`config.mk`:
```
export PLATFORM = sky130hd
export DESIGN_NAME = irq_controller_flat
export DESIGN_NICKNAME = d
export VERILOG_FILES = /design/src/rtl/irq_controller_if.sv /design/src/rtl/irq_controller.sv /design/src/flat_wrapper.sv
export SDC_FILE = /design/constraint.sdc
export NUM_CORES = 1
export LEC_CHECK = 0
export BUFFER_PORTS_ARGS = -buffer_cell sky130_fd_sc_hd__buf_4
export CELL_PAD_IN_SITES_DETAIL_PLACEMENT = 0
export CELL_PAD_IN_SITES_GLOBAL_PLACEMENT = 1
export CORE_MARGIN = 3
export CORE_UTILIZATION = 30
export DETAILED_ROUTE_END_ITERATION = 16
export MAX_ROUTING_LAYER = met4
export PLACE_DENSITY_LB_ADDON = 0.08
export SYNTH_ARGS = -nofsm -noshare
export SYNTH_HDL_FRONTEND = slang
export SYNTH_SLANG_ARGS = --single-unit
```
`constraint.sdc`:
```
create_clock -name CLK -period 1.6 [get_ports CLK]
set_input_delay 0 -clock CLK [delete_from_list [all_inputs] [get_ports CLK]]
set_output_delay 0 -clock CLK [all_outputs]
set_load 0.1 [all_outputs]
```
`src/rtl/irq_controller_if.sv`:
```
// Register-bus and interrupt-line bundle between the SM83 core, its peripherals
// and irq_controller. The master side is the core/peripherals; the slave side is the controller.
interface irq_controller_if #(
    parameter int NUM_SRC = 5
);
    logic [15:0]        A;
    logic [7:0]         D_IN;
    logic [7:0]         D_OUT;
    logic               D_OE;
    logic               RD;
    logic               WR;
    logic [NUM_SRC-1:0] IRQ_SRC;
    logic [7:0]         CPU_IRQ_TRIG;
    logic [7:0]         CPU_IRQ_ACK;
    logic               IRQ_ANY;

    modport master (
        output A, D_IN, RD, WR, IRQ_SRC, CPU_IRQ_ACK,
        input  D_OUT, D_OE, CPU_IRQ_TRIG, IRQ_ANY
    );

    modport slave (
        input  A, D_IN, RD, WR, IRQ_SRC, CPU_IRQ_ACK,
        output D_OUT, D_OE, CPU_IRQ_TRIG, IRQ_ANY
    );
endinterface

```
`src/rtl/irq_controller.sv`:
```
// SM83 interrupt controller: IF (edge-latched requests) and IE registers, trigger vector to the core.
// Optional macro IRQ_SYNC_EN inserts a 2-flop synchroniser on every IRQ_SRC line.
module irq_controller #(
    parameter int          NUM_SRC = 5,
    parameter logic [15:0] IF_ADDR = 16'hFF0F,
    parameter logic [15:0] IE_ADDR = 16'hFFFF
) (
    input logic              CLK,
    input logic              RESET,
    irq_controller_if.slave  bus
);
    logic [NUM_SRC-1:0] r_if;
    logic [NUM_SRC-1:0] r_src_prev;
    logic [7:0]         r_ie;

    logic [NUM_SRC-1:0] w_src_s;
    logic [NUM_SRC-1:0] w_set;
    logic [NUM_SRC-1:0] w_if_next;
    logic [7:0]         w_trig;
    logic [7:0]         w_if_rd;
    logic               w_wr_if;
    logic               w_wr_ie;
    logic               w_rd_if;
    logic               w_rd_ie;
    logic               w_unused_ack;

`ifdef IRQ_SYNC_EN
    logic [NUM_SRC-1:0] r_sync1;
    logic [NUM_SRC-1:0] r_sync2;

    always_ff @(posedge CLK or posedge RESET) begin
        if (RESET) begin
            r_sync1 <= '0;
            r_sync2 <= '0;
        end else begin
            r_sync1 <= bus.IRQ_SRC;
            r_sync2 <= r_sync1;
        end
    end

    assign w_src_s = r_sync2;
`else
    assign w_src_s = bus.IRQ_SRC;
`endif

    assign w_set   = w_src_s & ~r_src_prev;
    assign w_wr_if = bus.WR && (bus.A == IF_ADDR);
    assign w_wr_ie = bus.WR && (bus.A == IE_ADDR);
    assign w_rd_if = bus.RD && (bus.A == IF_ADDR);
    assign w_rd_ie = bus.RD && (bus.A == IE_ADDR);

    // Only the low NUM_SRC acknowledge bits have an IF bit to clear.
    assign w_unused_ack = &{1'b0, bus.CPU_IRQ_ACK};

    // A new request beats an acknowledge, which beats a CPU write.
    always_comb begin
        w_if_next = r_if;
        for (int i = 0; i < NUM_SRC; i++) begin
            if (w_set[i]) begin
                w_if_next[i] = 1'b1;
            end else if (bus.CPU_IRQ_ACK[i]) begin
                w_if_next[i] = 1'b0;
            end else if (w_wr_if) begin
                w_if_next[i] = bus.D_IN[i];
            end
        end
    end

    always_ff @(posedge CLK or posedge RESET) begin
        if (RESET) begin
            r_if       <= '0;
            r_src_prev <= '0;
            r_ie       <= 8'h00;
        end else begin
            r_if       <= w_if_next;
            r_src_prev <= w_src_s;
            if (w_wr_ie) begin
                r_ie <= bus.D_IN;
            end
        end
    end

    // Unimplemented IF bits read back as 1.
    always_comb begin
        w_trig  = 8'h00;
        w_if_rd = 8'hFF;
        for (int i = 0; i < NUM_SRC; i++) begin
            w_trig[i]  = r_if[i] & r_ie[i];
            w_if_rd[i] = r_if[i];
        end
    end

    assign bus.CPU_IRQ_TRIG = w_trig;
    assign bus.IRQ_ANY      = |w_trig;
    assign bus.D_OE         = w_rd_if | w_rd_ie;
    assign bus.D_OUT        = w_rd_if ? w_if_rd : (w_rd_ie ? r_ie : 8'h00);
endmodule

```
`src/flat_wrapper.sv`:
```
// flat-port wrapper written by rule: the top's interface ports become plain ports
module irq_controller_flat 
#(
    parameter int          NUM_SRC = 5,
    parameter logic [15:0] IF_ADDR = 16'hFF0F,
    parameter logic [15:0] IE_ADDR = 16'hFFFF
)
  (CLK, RESET, bus_A, bus_D_IN, bus_RD, bus_WR, bus_IRQ_SRC, bus_CPU_IRQ_ACK, bus_D_OUT, bus_D_OE, bus_CPU_IRQ_TRIG, bus_IRQ_ANY);
  irq_controller_if #(.NUM_SRC(NUM_SRC)) bus_i ();
  input logic CLK;
  input logic RESET;
  input wire logic [$bits(bus_i.A)-1:0] bus_A;
  input wire logic [$bits(bus_i.D_IN)-1:0] bus_D_IN;
  input wire logic [$bits(bus_i.RD)-1:0] bus_RD;
  input wire logic [$bits(bus_i.WR)-1:0] bus_WR;
  input wire logic [$bits(bus_i.IRQ_SRC)-1:0] bus_IRQ_SRC;
  input wire logic [$bits(bus_i.CPU_IRQ_ACK)-1:0] bus_CPU_IRQ_ACK;
  output wire logic [$bits(bus_i.D_OUT)-1:0] bus_D_OUT;
  output wire logic [$bits(bus_i.D_OE)-1:0] bus_D_OE;
  output wire logic [$bits(bus_i.CPU_IRQ_TRIG)-1:0] bus_CPU_IRQ_TRIG;
  output wire logic [$bits(bus_i.IRQ_ANY)-1:0] bus_IRQ_ANY;
  assign bus_i.A = bus_A;
  assign bus_i.D_IN = bus_D_IN;
  assign bus_i.RD = bus_RD;
  assign bus_i.WR = bus_WR;
  assign bus_i.IRQ_SRC = bus_IRQ_SRC;
  assign bus_i.CPU_IRQ_ACK = bus_CPU_IRQ_ACK;
  assign bus_D_OUT = bus_i.D_OUT;
  assign bus_D_OE = bus_i.D_OE;
  assign bus_CPU_IRQ_TRIG = bus_i.CPU_IRQ_TRIG;
  assign bus_IRQ_ANY = bus_i.IRQ_ANY;
  irq_controller #(.NUM_SRC(NUM_SRC), .IF_ADDR(IF_ADDR), .IE_ADDR(IE_ADDR)) u_core (.CLK(CLK), .RESET(RESET), .bus(bus_i));
endmodule
```
# Word-level counts from Yosys, hierarchy flattened
# Cells that the tools add are included.
[op_classes]
bitwise = 8
muxes = 17
reduce_logical = 10
n_eq_ne = 2
[op_table]
columns = ["op", "n"]
rows = [
  ["$eq 16x16->1 const B", 2],
  ["$mux 8", 2],
  ["$mux 1", 15],
  ["$reduce_bool 3->1", 5],
  ["$and 1x1->1", 5],
  ["$and 5x5->5", 1],
  ["$not 5->5", 1],
  ["$reduce_or 5->1", 1],
  ["$logic_and 1x1->1", 4],
  ["$or 1x1->1", 1],
]
[totals]
word_cells = 44
regBits = 18

# Depth between registers and ports, before layout
# Gate-level depths: netlist (run 1).
[depth]
word_depth = 5
mapped_depth = 6
depth_no_buf = 4

# Worst setup path before layout (run 1)
# OpenSTA, ideal clock, no wires.
[synth_timing]
path_type = "input -> output"
startpoint = "input port bus_A[15]"
endpoint = "output port bus_D_OE"
t_required_ns = 1.600
n_path_buf = 1
t_arrival_ns = 2.411
path_slack_ns = -0.811
path_stages = 4
path_cell_list = "nand4_1 -> or4_2 -> clkbuf_1 -> a21oi_1"
[synth_between]
elab_chain_cells = 3
[synth_rtl]
columns = ["item", "line_no", "text"]
rows = [
  ["start, declared", "flat_wrapper.sv:12", "input wire logic [$bits(bus_i.A)-1:0] bus_A;"],
  ["$eq 16x16->1, on equally long branches", "irq_controller.sv:49, irq_controller.sv:50", ""],
  ["$logic_and 1x1->1, on equally long branches", "irq_controller.sv:49, irq_controller.sv:50", ""],
  ["$or 1x1->1 (*)", "irq_controller.sv:95", "assign bus.D_OE = w_rd_if | w_rd_ie;"],
  ["end, declared", "flat_wrapper.sv:19", "output wire logic [$bits(bus_i.D_OE)-1:0] bus_D_OE;"],
]
# Every way passes the cells marked *; elsewhere a longest branch is shown, timed or not.

# Final worst setup path (run 1)
[layout_timing]
startpoint = "register u_core.r_ie[1]"
endpoint = "output port bus_IRQ_ANY"
[layout_between]
elab_chain_cells = 2
[layout_rtl]
columns = ["item", "line_no", "text"]
rows = [
  ["start, declared", "irq_controller.sv:14", "logic [7:0] r_ie;"],
  ["start signal, assigned", "irq_controller.sv:78", "r_ie <= bus.D_IN;"],
  ["$and 1x1->1", "irq_controller.sv:88", "w_trig[i] = r_if[i] & r_ie[i];"],
  ["$reduce_or 5->1", "irq_controller.sv:94", "assign bus.IRQ_ANY = |w_trig;"],
  ["end, declared", "flat_wrapper.sv:21", "output wire logic [$bits(bus_i.IRQ_ANY)-1:0] bus_IRQ_ANY;"],
]
# No other way between the ends.

==> results of run 1 <==
power breakdown:
group | internal (W) | switching (W) | total, W
clock | 0.000139 | 0.000153 | 0.000292
sequential | 0.000476 | 0.0000124 | 0.000489
combinational | 0.000119 | 0.0000958 | 0.000215
flip-flops by register name (all words and copies together) (netlist names):
signal and count:
u_core.r_if 5, u_core.r_src_prev 5, u_core.r_ie 8
path summary, 6_finish.rpt:
kind / start / to / cells after the start
worst max-delay path: u_core.r_ie[1]$_DFFE_PP0P_ / bus_IRQ_ANY / 4
worst min-delay path: bus_A[6] / u_core.r_if[2]$_DFFE_PP0P_ / 5
worst max register to register: u_core.r_ie[1]$_DFFE_PP0P_ / u_core.r_ie[1]$_DFFE_PP0P_ / 3
worst min register to register: u_core.r_ie[5]$_DFFE_PP0P_ / u_core.r_ie[5]$_DFFE_PP0P_ / 1
max in group asynchronous: RESET / u_core.r_ie[7]$_DFFE_PP0P_ / 3
min in group asynchronous: RESET / u_core.r_if[1]$_DFFE_PP0P_ / 3
repair_timing:
action	CTS	global route
endpoints found under the hold margin	36	0
buffers inserted	1	1
resized for setup	4	0
setup endpoints to repair	1	1
hold buffers	19	0
logic make-up (layout without fill, tap and decap cells):
logic type | count (synthesis) | in the layout | synth area share
flops | 18 | 18 | 0.438
compound gates | 18 | 18 | 0.110
simple gates | 45 | 45 | 0.262
buf+inv | 13 | 86 | 0.0694
mux | 8 | 8 | 0.117
other cells | 1 | 3 | 0.00365
metrics by stage:
step | instance area (sq um) | power [W] | util
2_1_floorplan | 1080 | 0.000589 | -
3_3_place_gp | 1510 | 0.000673 | 0.479
3_5_place_dp | 1510 | 0.000677 | 0.479
4_1_cts | 1760 | 0.00101 | 0.558
5_1_grt | 1770 | 0.00104 | 0.561
6_report | 1770 | 0.000996 | 0.561
critical path, cell delays in order, from the launching register on:
cell and delay (ps):
dfrtp_1 400, and2_4 170, or2_4 240, or4_4 430, buf_12 180
metal layers:
metal	up-vias	wire length (um)	part of all wire
li1	507	-	-
met1	496	1300	0.42
met2	34	1570	0.51
met3	2	190	0.062
met4	0	16	0.0052
met5	-	0	0
cell type report:
type                       count  area share
clock buffer                   4      0.0205
timing repair buffer          78       0.365
multi-input combinational     74       0.320
inverter                       4     0.00849
tap                           44      0.0311
sequential                    18       0.255
placed cells by master, fill, tap and decap left out, drive strengths merged:
cell	netlist	routed
or4b	1	1
clkbuf	3	4
a22oi	5	5
conb	1	3
inv	3	3
a21oi	9	9
nand3	1	1
or2	2	2
and2	5	5
mux2	8	8
o211ai	4	4
nand3b	4	4
nor4	1	1
or4	4	4
nand4	3	3
dfrtp	18	18
clkinv	1	1
dlygate4sd3	0	19
nand2	5	5
nor2b	10	10
and4	1	1
buf	6	59
nor2	8	8
==> flow_summary.json, run 1 <==
{
  "synth.most_common_cell": "dfrtp_1",
  "clk_latency_ps": 290,
  "place_inst": 197,
  "ir_drop_mv": 0.418,
  "violations": "setup timing",
  "routed_wl_um": 3080,
  "crit_required_ps": 1600,
  "avgSynthCellArea_sq_um": 9.97,
  "synth_top_area_cell": "dfrtp_1",
  "outcome": "finished, violations left",
  "skew_ps": 0.266,
  "grt_pass1_wl_um": 5030,
  "htreeDepth": 1,
  "timing.hold.worst.class": "in2reg",
  "crit_arrival_ps": 1710,
  "endpoint_kind": "primary output",
  "syn_area_sq_mm": 0.00103,
  "synth_cell_types": 27,
  "ys_ff_latch": 18,
  "hpwlAfterDp_um": 2250,
  "yosysWarnings": 0,
  "synthTopCellsByCount": "dfrtp_1 (18), nor2b_1 (10), a21oi_1 (9), mux2_4 (8), nor2_1 (8)",
  "grt_max_degree": 19,
  "grt-ovfl-total": 0,
  "antenna_found_initial": 0,
  "synth_top_flop_cell": "dfrtp_1",
  "rrSetupSlack_ps": 600,
  "netlist_instances": 103,
  "fillers": 325,
  "cts_tree": "done",
  "use_met2": 0.265,
  "setup_ws_ps": -111,
  "cap_violations": 0,
  "finalMaxSlewViolations": 0,
  "num_vias": 1039,
  "synth_edf_count": 0,
  "dieArea_sq_mm": 0.00416,
  "io_buffers": 52,
  "relSlewSlack": 0.520,
  "ff_latch_area_sq_um": 450,
  "p_per_area_mw_per_mm2": 563,
  "rsz0062_at_grt": "true",
  "coreArea_sq_mm": 0.00315,
  "grt.total_usage": 0.157,
  "start_kind": "flip-flop",
  "pre_cts_slack_ps": -51.2,
  "drive_gt1_frac": 0.506,
  "async_flop_share": 1.00,
  "yosys.area.top_type_share": 0.438,
  "drt_iter0_markers": 22,
  "gp_congestion": 0.784,
  "timing.fmax_mhz": 584,
  "syn2layout_area_growth_pct": 72.1,
  "hold_violations": 0,
  "drc": 0,
  "antenna_cells": 0,
  "yosysSeqAreaShare": 0.438,
  "layout.nets": 220,
  "rows": 20,
  "die_w_um": 64.5,
  "clock_path_buffers": 2,
  "critPathKind": "reg2out",
  "grt-busiest-layer": "met2",
  "grt_pass1_vias": 1072,
  "io_pins": 59,
  "clk_pin_slew_worst_paths_ps": 110,
  "tns_ps": -111,
  "path_max_fanout": 2,
  "numCtsBuffers": 3,
  "start_util": 0.326,
  "postRouteAntennaNets": 0,
  "leakagePower_nw": 0.824,
  "cts_sinks": 18,
  "worst_pin_slew_ps": 719,
  "fp.dieH_um": 64.5,
  "finalCritPeriodShare": 1.07,
  "final_cells": 222,
  "dr.pass1.iters": 4,
  "cts-root-buf": "clkbuf_4",
  "finalSetupViolCount": 1,
  "wire_per_inst_um": 13.9,
  "multi_input_area_sq_um": 566,
  "min_period_ps": 1710,
  "fin_hold_ws_ps": 212,
  "routed_via_density": 4.68,
  "yosys-top-cells-area": "dfrtp_1 (44%), mux2_4 (12%), nor2b_1 (6.1%)",
  "grtUsageMet3": 0.0295,
  "grt_util_met1": 0.191
}
Power figures use the tool's default switching activity.
==> inputs of run 2 (changes only) <==
--- a/config.mk
+++ b/config.mk
@@ -9,7 +9,7 @@
 export CELL_PAD_IN_SITES_DETAIL_PLACEMENT = 0
 export CELL_PAD_IN_SITES_GLOBAL_PLACEMENT = 1
 export CORE_MARGIN = 3
-export CORE_UTILIZATION = 30
+export CORE_UTILIZATION = 31
 export DETAILED_ROUTE_END_ITERATION = 16
 export MAX_ROUTING_LAYER = met4
 export PLACE_DENSITY_LB_ADDON = 0.08
==> run 2 against run 1 <==
  * The flow still finishes with violations (setup timing)
  * First-iteration DRC count grew 110%
  * Count of clock-buffer cells in the layout stayed put
  * Flip-flop and latch count is the same
  * Cell count rose by 2.7%
  * Via count down 1.7%
  * Non-clock buffer count grew 6
  * Critical path depth is the same
  * Die area shrank 2.9%
  * Highest routed layer unchanged
==> flow_summary.json, run 2 (same netlist as run 1, synthesis figures left out) <==
{
  "outcome": "finished, violations left",
  "violations": "setup timing",
  "fin_area_sq_mm": 0.00181,
  "dieArea_sq_mm": 0.00404,
  "coreArea_sq_mm": 0.00310,
  "worst_pin_slew_ps": 712,
  "clk_pin_slew_worst_paths_ps": 110,
  "ir_drop_mv": 0.458,
  "multi_input_area_sq_um": 566,
  "fillers": 284,
  "cp_slowest_cell": "or4_4",
  "slowest_delay_ps": 430,
  "rsz0062_at_grt": "true",
  "p_comb_frac": 0.232,
  "grt_pass1_vias": 1069,
  "pre_cts_slack_ps": 50.1,
  "drt_iter0_markers": 47,
  "cts_sinks": 18,
  "rows": 20,
  "cp-endpoint": "bus_IRQ_ANY",
  "rrSetupSlack_ps": 460,
  "antenna_cells": 0,
  "clock_path_buffers": 2,
  "timing.hold.worst.class": "in2reg",
  "worstPathCellList": "and2_4, or2_4, or4_4, buf_12",
  "final_util": 0.584,
  "io_pins": 59,
  "routed_wl_um": 2960,
  "min_period_ps": 1700,
  "drive_gt1_frac": 0.522,
  "p_clk_frac": 0.284,
  "io_buffers": 52,
  "timing.fmax_mhz": 590,
  "clk_latency_ps": 290,
  "wire_per_inst_um": 13.0,
  "critPathKind": "reg2out",
  "dr.pass1.iters": 4,
  "leakagePower_nw": 0.851,
  "start_kind": "flip-flop",
  "numCtsBuffers": 3,
  "top_regs": "u_core.r_ie: 8 flops, u_core.r_if: 5 flops, u_core.r_src_prev: 5 flops",
  "final_cell_mix": "buf_4 (64), dlygate4sd3_1 (19), dfrtp_1 (18)",
  "p_per_area_mw_per_mm2": 557,
  "die_w_um": 63.6,
  "p_switching_w": 0.000261,
  "placed_area_sq_mm": 0.00153,
  "drc": 0,
  "p_sw_frac": 0.259,
  "finalSetupViolCount": 1,
  "num_vias": 1021,
  "relSlewSlack": 0.525,
  "cts_tree": "done",
  "fin_hold_ws_ps": 133,
  "crit_arrival_ps": 1700,
  "skew_ps": 0.125,
  "routed_via_density": 4.48,
  "start_util": 0.331,
  "final_common_cell": "buf_4",
  "hpwlAfterDp_um": 2180,
  "grt.total_usage": 0.158,
  "cts-root-buf": "clkbuf_4",
  "rr_endpoint": "u_core.r_if[1]$_DFFE_PP0P_",
  "p_int_w": 0.000749,
  "grt_pass1_wl_um": 4970,
  "power_frac_seq": 0.484,
  "top_register": "u_core.r_ie",
  "largest_reg_flops": 8,
  "endpoint_kind": "primary output",
  "crit_required_ps": 1600,
  "postRouteAntennaNets": 0,
  "setup_ws_ps": -96.1,
  "fp.dieH_um": 63.6,
  "grt_max_degree": 19,
  "layout.nets": 226,
  "antenna_found_initial": 0,
  "syn2layout_area_growth_pct": 76.5,
  "htreeDepth": 1,
  "finalCritPeriodShare": 1.06,
  "path_max_fanout": 2,
  "hold_violations": 0,
  "cap_violations": 0,
  "finalMaxSlewViolations": 0,
  "r2r_start": "u_core.r_if[1]$_DFFE_PP0P_",
  "r2r_cells": 5,
  "gp_congestion": 0.769,
  "ff_latch_area_sq_um": 450,
  "crit_start": "u_core.r_if[1]$_DFFE_PP0P_",
  "grt-ovfl-total": 0
}
run 2: changes by cell type in the layout (fill, tap and decap cells not counted), sizes merged:
cell / change
buf: +6
run 2: through the flow:
stage / power (W) / cells / TNS, ps
after floorplan: 0.000589 / 105 / -2240
after global placement: 0.000672 / 199 / 0
after detailed placement: 0.000677 / 199 / 0
after CTS: 0.00101 / 224 / -109
after global routing: 0.00107 / 228 / -155
final: 0.00101 / 228 / -96.1
run 2: final cells by class:
cell class,instances,share of cell area
timing repair buffer,84,0.381
multi-input combinational,74,0.312
sequential,18,0.248
tap,44,0.0304
clock buffer,4,0.0200
inverter,4,0.00828
run 2: power by group through the flow:
stage	combinational, W	sequential (W)	clock, W
after floorplan	0.0000949	0.000494	0
after global placement	0.000174	0.000498	0
after detailed placement	0.000178	0.000498	0
after CTS	0.000224	0.000488	0.000299
after global routing	0.000256	0.000491	0.000322
final	0.000234	0.000489	0.000287
run 2: worst min-delay path by stage:
stage / from / to / slack (ps) / cells after the start
after floorplan: RESET / u_core.r_ie[0]$_DFFE_PP0P_ / -60 / 1
after global routing: bus_A[6] / u_core.r_if[4]$_DFFE_PP0P_ / 160 / 4
after detailed placement: bus_IRQ_SRC[2] / u_core.r_src_prev[2]$_DFF_PP0_ / 120 / 1
after global placement: bus_IRQ_SRC[2] / u_core.r_src_prev[2]$_DFF_PP0_ / 120 / 1
after CTS: bus_CPU_IRQ_ACK[3] / u_core.r_if[3]$_DFFE_PP0P_ / 0.7 / 3
final: bus_A[6] / u_core.r_if[4]$_DFFE_PP0P_ / 130 / 4
run 2: timing repair:
item / CTS / global route
setup endpoints to repair: 1 / 1
endpoints found under the hold margin: 35 / 1
buffers inserted: 3 / 3
pin swaps: 0 / 0
resized for setup: 4 / 0
hold buffers: 18 / 1
run 2: worst max-delay path, delay by kind of cell, from the launching register on:
| kind | cells | cell delay (ps) |
|---|---|---|
| and+or+nand+nor | 3 | 800 |
| DFF | 1 | 410 |
| buffers and inverters | 1 | 180 |
run 2: per-layer routing:
layer / wire length, um / global-route usage / vias to the layer above
met5: 0 / - / -
met4: 13 / 0.0485 / 0
met3: 162 / 0.0357 / 2
met2: 1460 / 0.266 / 31
met1: 1330 / 0.188 / 472
li1: - / - / 516
==> inputs of run 3 (changes only) <==
--- a/config.mk
+++ b/config.mk
@@ -13,6 +13,7 @@
 export DETAILED_ROUTE_END_ITERATION = 16
 export MAX_ROUTING_LAYER = met4
 export PLACE_DENSITY_LB_ADDON = 0.08
+export REMOVE_ABC_BUFFERS = 1
 export SYNTH_ARGS = -nofsm -noshare
 export SYNTH_HDL_FRONTEND = slang
 export SYNTH_SLANG_ARGS = --single-unit
==> run 3 against run 2 <==
  * The run still ends with setup timing left
  * Routed wire length is 1.9% lower
  * Non-clock buffer count is 2 lower
  * Critical path depth stayed put
  * First-iteration DRC count is 19% higher
  * Count of clock-buffer cells in the layout is 1 lower
  * Setup slack worse by 7.9 ps
==> flow_summary.json, run 3 (same netlist as run 1, synthesis figures left out) <==
{
  "gp_congestion": 0.778,
  "htreeDepth": 1,
  "drive_gt1_frac": 0.453,
  "grt_pass1_wl_um": 4710,
  "die_w_um": 63.6,
  "antenna_cells": 0,
  "p_int_w": 0.000692,
  "timing.hold.worst.class": "in2reg",
  "top_register": "u_core.r_ie",
  "fin_area_sq_mm": 0.00175,
  "finalSetupViolCount": 1,
  "drt_iter0_markers": 56,
  "total_power_w": 0.000932,
  "skew_ps": 0.659,
  "grt.total_usage": 0.151,
  "final_common_cell": "buf_4",
  "largest_reg_flops": 8,
  "setup_ws_ps": -104,
  "relSlewSlack": 0.533,
  "slowest_delay_ps": 430,
  "cts-root-buf": "clkbuf_4",
  "cts_sinks": 18,
  "path_max_fanout": 3,
  "routed_via_density": 4.50,
  "dieArea_sq_mm": 0.00404,
  "coreArea_sq_mm": 0.00310,
  "finalCritPeriodShare": 1.06,
  "io_buffers": 52,
  "critPathKind": "reg2out",
  "crit_arrival_ps": 1700,
  "p_sw_frac": 0.258,
  "endpoint_kind": "primary output",
  "io_pins": 59,
  "p_per_area_mw_per_mm2": 534,
  "p_switching_w": 0.000240,
  "cap_violations": 0,
  "grt_max_degree": 19,
  "placed_area_sq_mm": 0.00146,
  "rsz0062_at_grt": "true",
  "outcome": "finished, violations left",
  "drc": 0,
  "start_util": 0.331,
  "postRouteAntennaNets": 0,
  "final_cell_mix": "buf_4 (63), dlygate4sd3_1 (18), dfrtp_1 (18)",
  "top_regs": "u_core.r_ie: 8 flops, u_core.r_if: 5 flops, u_core.r_src_prev: 5 flops",
  "fp.dieH_um": 63.6,
  "p_comb_frac": 0.242,
  "layout.nets": 224,
  "crit_required_ps": 1600,
  "numCtsBuffers": 3,
  "routed_wl_um": 2910,
  "clock_path_buffers": 2,
  "timing.fmax_mhz": 587,
  "syn2layout_area_growth_pct": 70.0,
  "clk_pin_slew_worst_paths_ps": 100,
  "min_period_ps": 1700,
  "finalMaxSlewViolations": 0,
  "cts_tree": "done",
  "grt_pass1_vias": 1109,
  "fillers": 323,
  "grt-ovfl-total": 0,
  "worst_pin_slew_ps": 700,
  "violations": "setup timing",
  "cp.buffers_inverters": 1,
  "power_frac_seq": 0.523,
  "p_clk_frac": 0.235,
  "leakagePower_nw": 0.837,
  "antenna_found_initial": 0,
  "wire_per_inst_um": 12.9,
  "place_inst": 196,
  "num_vias": 1013,
  "cp_slowest_cell": "dfrtp_1",
  "ir_drop_mv": 0.487,
  "crit_family": "simple AND/OR/NAND/NOR gates",
  "rows": 20,
  "start_kind": "flip-flop",
  "clk_latency_ps": 280,
  "dr.pass1.iters": 3,
  "final_cells": 225,
  "worstPathCellList": "and2_4, or2_4, or4_4, buf_12",
  "hold_violations": 0
}
-- run 3: cell types whose count changed in the layout (fill, tap and decap cells not counted), sizes merged --
cell / previous run / this run
dlygate4sd3: 19 / 18
clkbuf: 4 / 3
buf: 65 / 64
-- run 3: final cells by class --
cell class | count | area [sq um] | area share
clock buffers | 3 | 22.5 | 0.0129
inverters | 4 | 15.0 | 0.00860
multi-input cells | 74 | 531 | 0.304
flip-flops and latches | 18 | 450 | 0.258
well taps | 44 | 55.1 | 0.0315
repair buffers | 82 | 673 | 0.385
-- run 3: metrics by stage --
stage | setup slack [ps] | hold WS [ps] | TNS [ps] | util
after CTS | -210 | 21.0 | -210 | 0.556
after global placement | 12.8 | 117 | 0 | 0.471
after floorplan | -848 | -61.4 | -7810 | -
after global routing | -150 | 32.7 | -150 | 0.563
after detailed placement | -20.7 | 117 | -140 | 0.471
final | -104 | 32.5 | -104 | 0.563
-- run 3: worst paths after layout --
kind                       slack (ps)  cells after the start                             end                  startpoint
max                              -100                      4                     bus_IRQ_ANY  u_core.r_ie[1]$_DFFE_PP0P_
min reg2reg                       520                      1      u_core.r_ie[6]$_DFFE_PP0P_  u_core.r_ie[6]$_DFFE_PP0P_
min                                30                      3      u_core.r_if[3]$_DFFE_PP0P_          bus_CPU_IRQ_ACK[3]
max reg2reg                       480                      5      u_core.r_if[4]$_DFFE_PP0P_  u_core.r_if[4]$_DFFE_PP0P_
max in group asynchronous         780                      3      u_core.r_ie[0]$_DFFE_PP0P_                       RESET
min in group asynchronous         380                      3  u_core.r_src_prev[2]$_DFF_PP0_                       RESET
-- run 3: routing by layer --
metal / wire (um) / GRT usage / vias up
met5: 0 / - / -
met4: 34 / 0.0350 / 0
met3: 146 / 0.0463 / 4
met2: 1520 / 0.266 / 29
met1: 1210 / 0.167 / 465
li1: - / - / 515
-- run 3: tightest hold or removal path: cells and delay by family --
family	cells	cell delay, ps
simple gates	1	100
buf+inv	1	80
compound gates	1	90
-- run 3: what timing repair did --
| action | 4_1_cts | 5_1_grt |
|---|---|---|
| setup buffers | 5 | 3 |
| gates resized for setup | 7 | 0 |
| endpoints found under the hold margin | 35 | 0 |
| pin swaps | 4 | 1 |
| hold buffers | 18 | 0 |
| setup endpoints to repair | 1 | 1 |
-- run 3: power by group through the flow --
stage / clock network, W / registers (W) / logic, W
finish: 0.000219 / 0.000488 / 0.000226
global route: 0.000254 / 0.000491 / 0.000247
CTS: 0.000236 / 0.000488 / 0.000223
detailed placement: 0 / 0.000498 / 0.000177
global placement: 0 / 0.000497 / 0.000172
floorplan: 0 / 0.000493 / 0.0000865
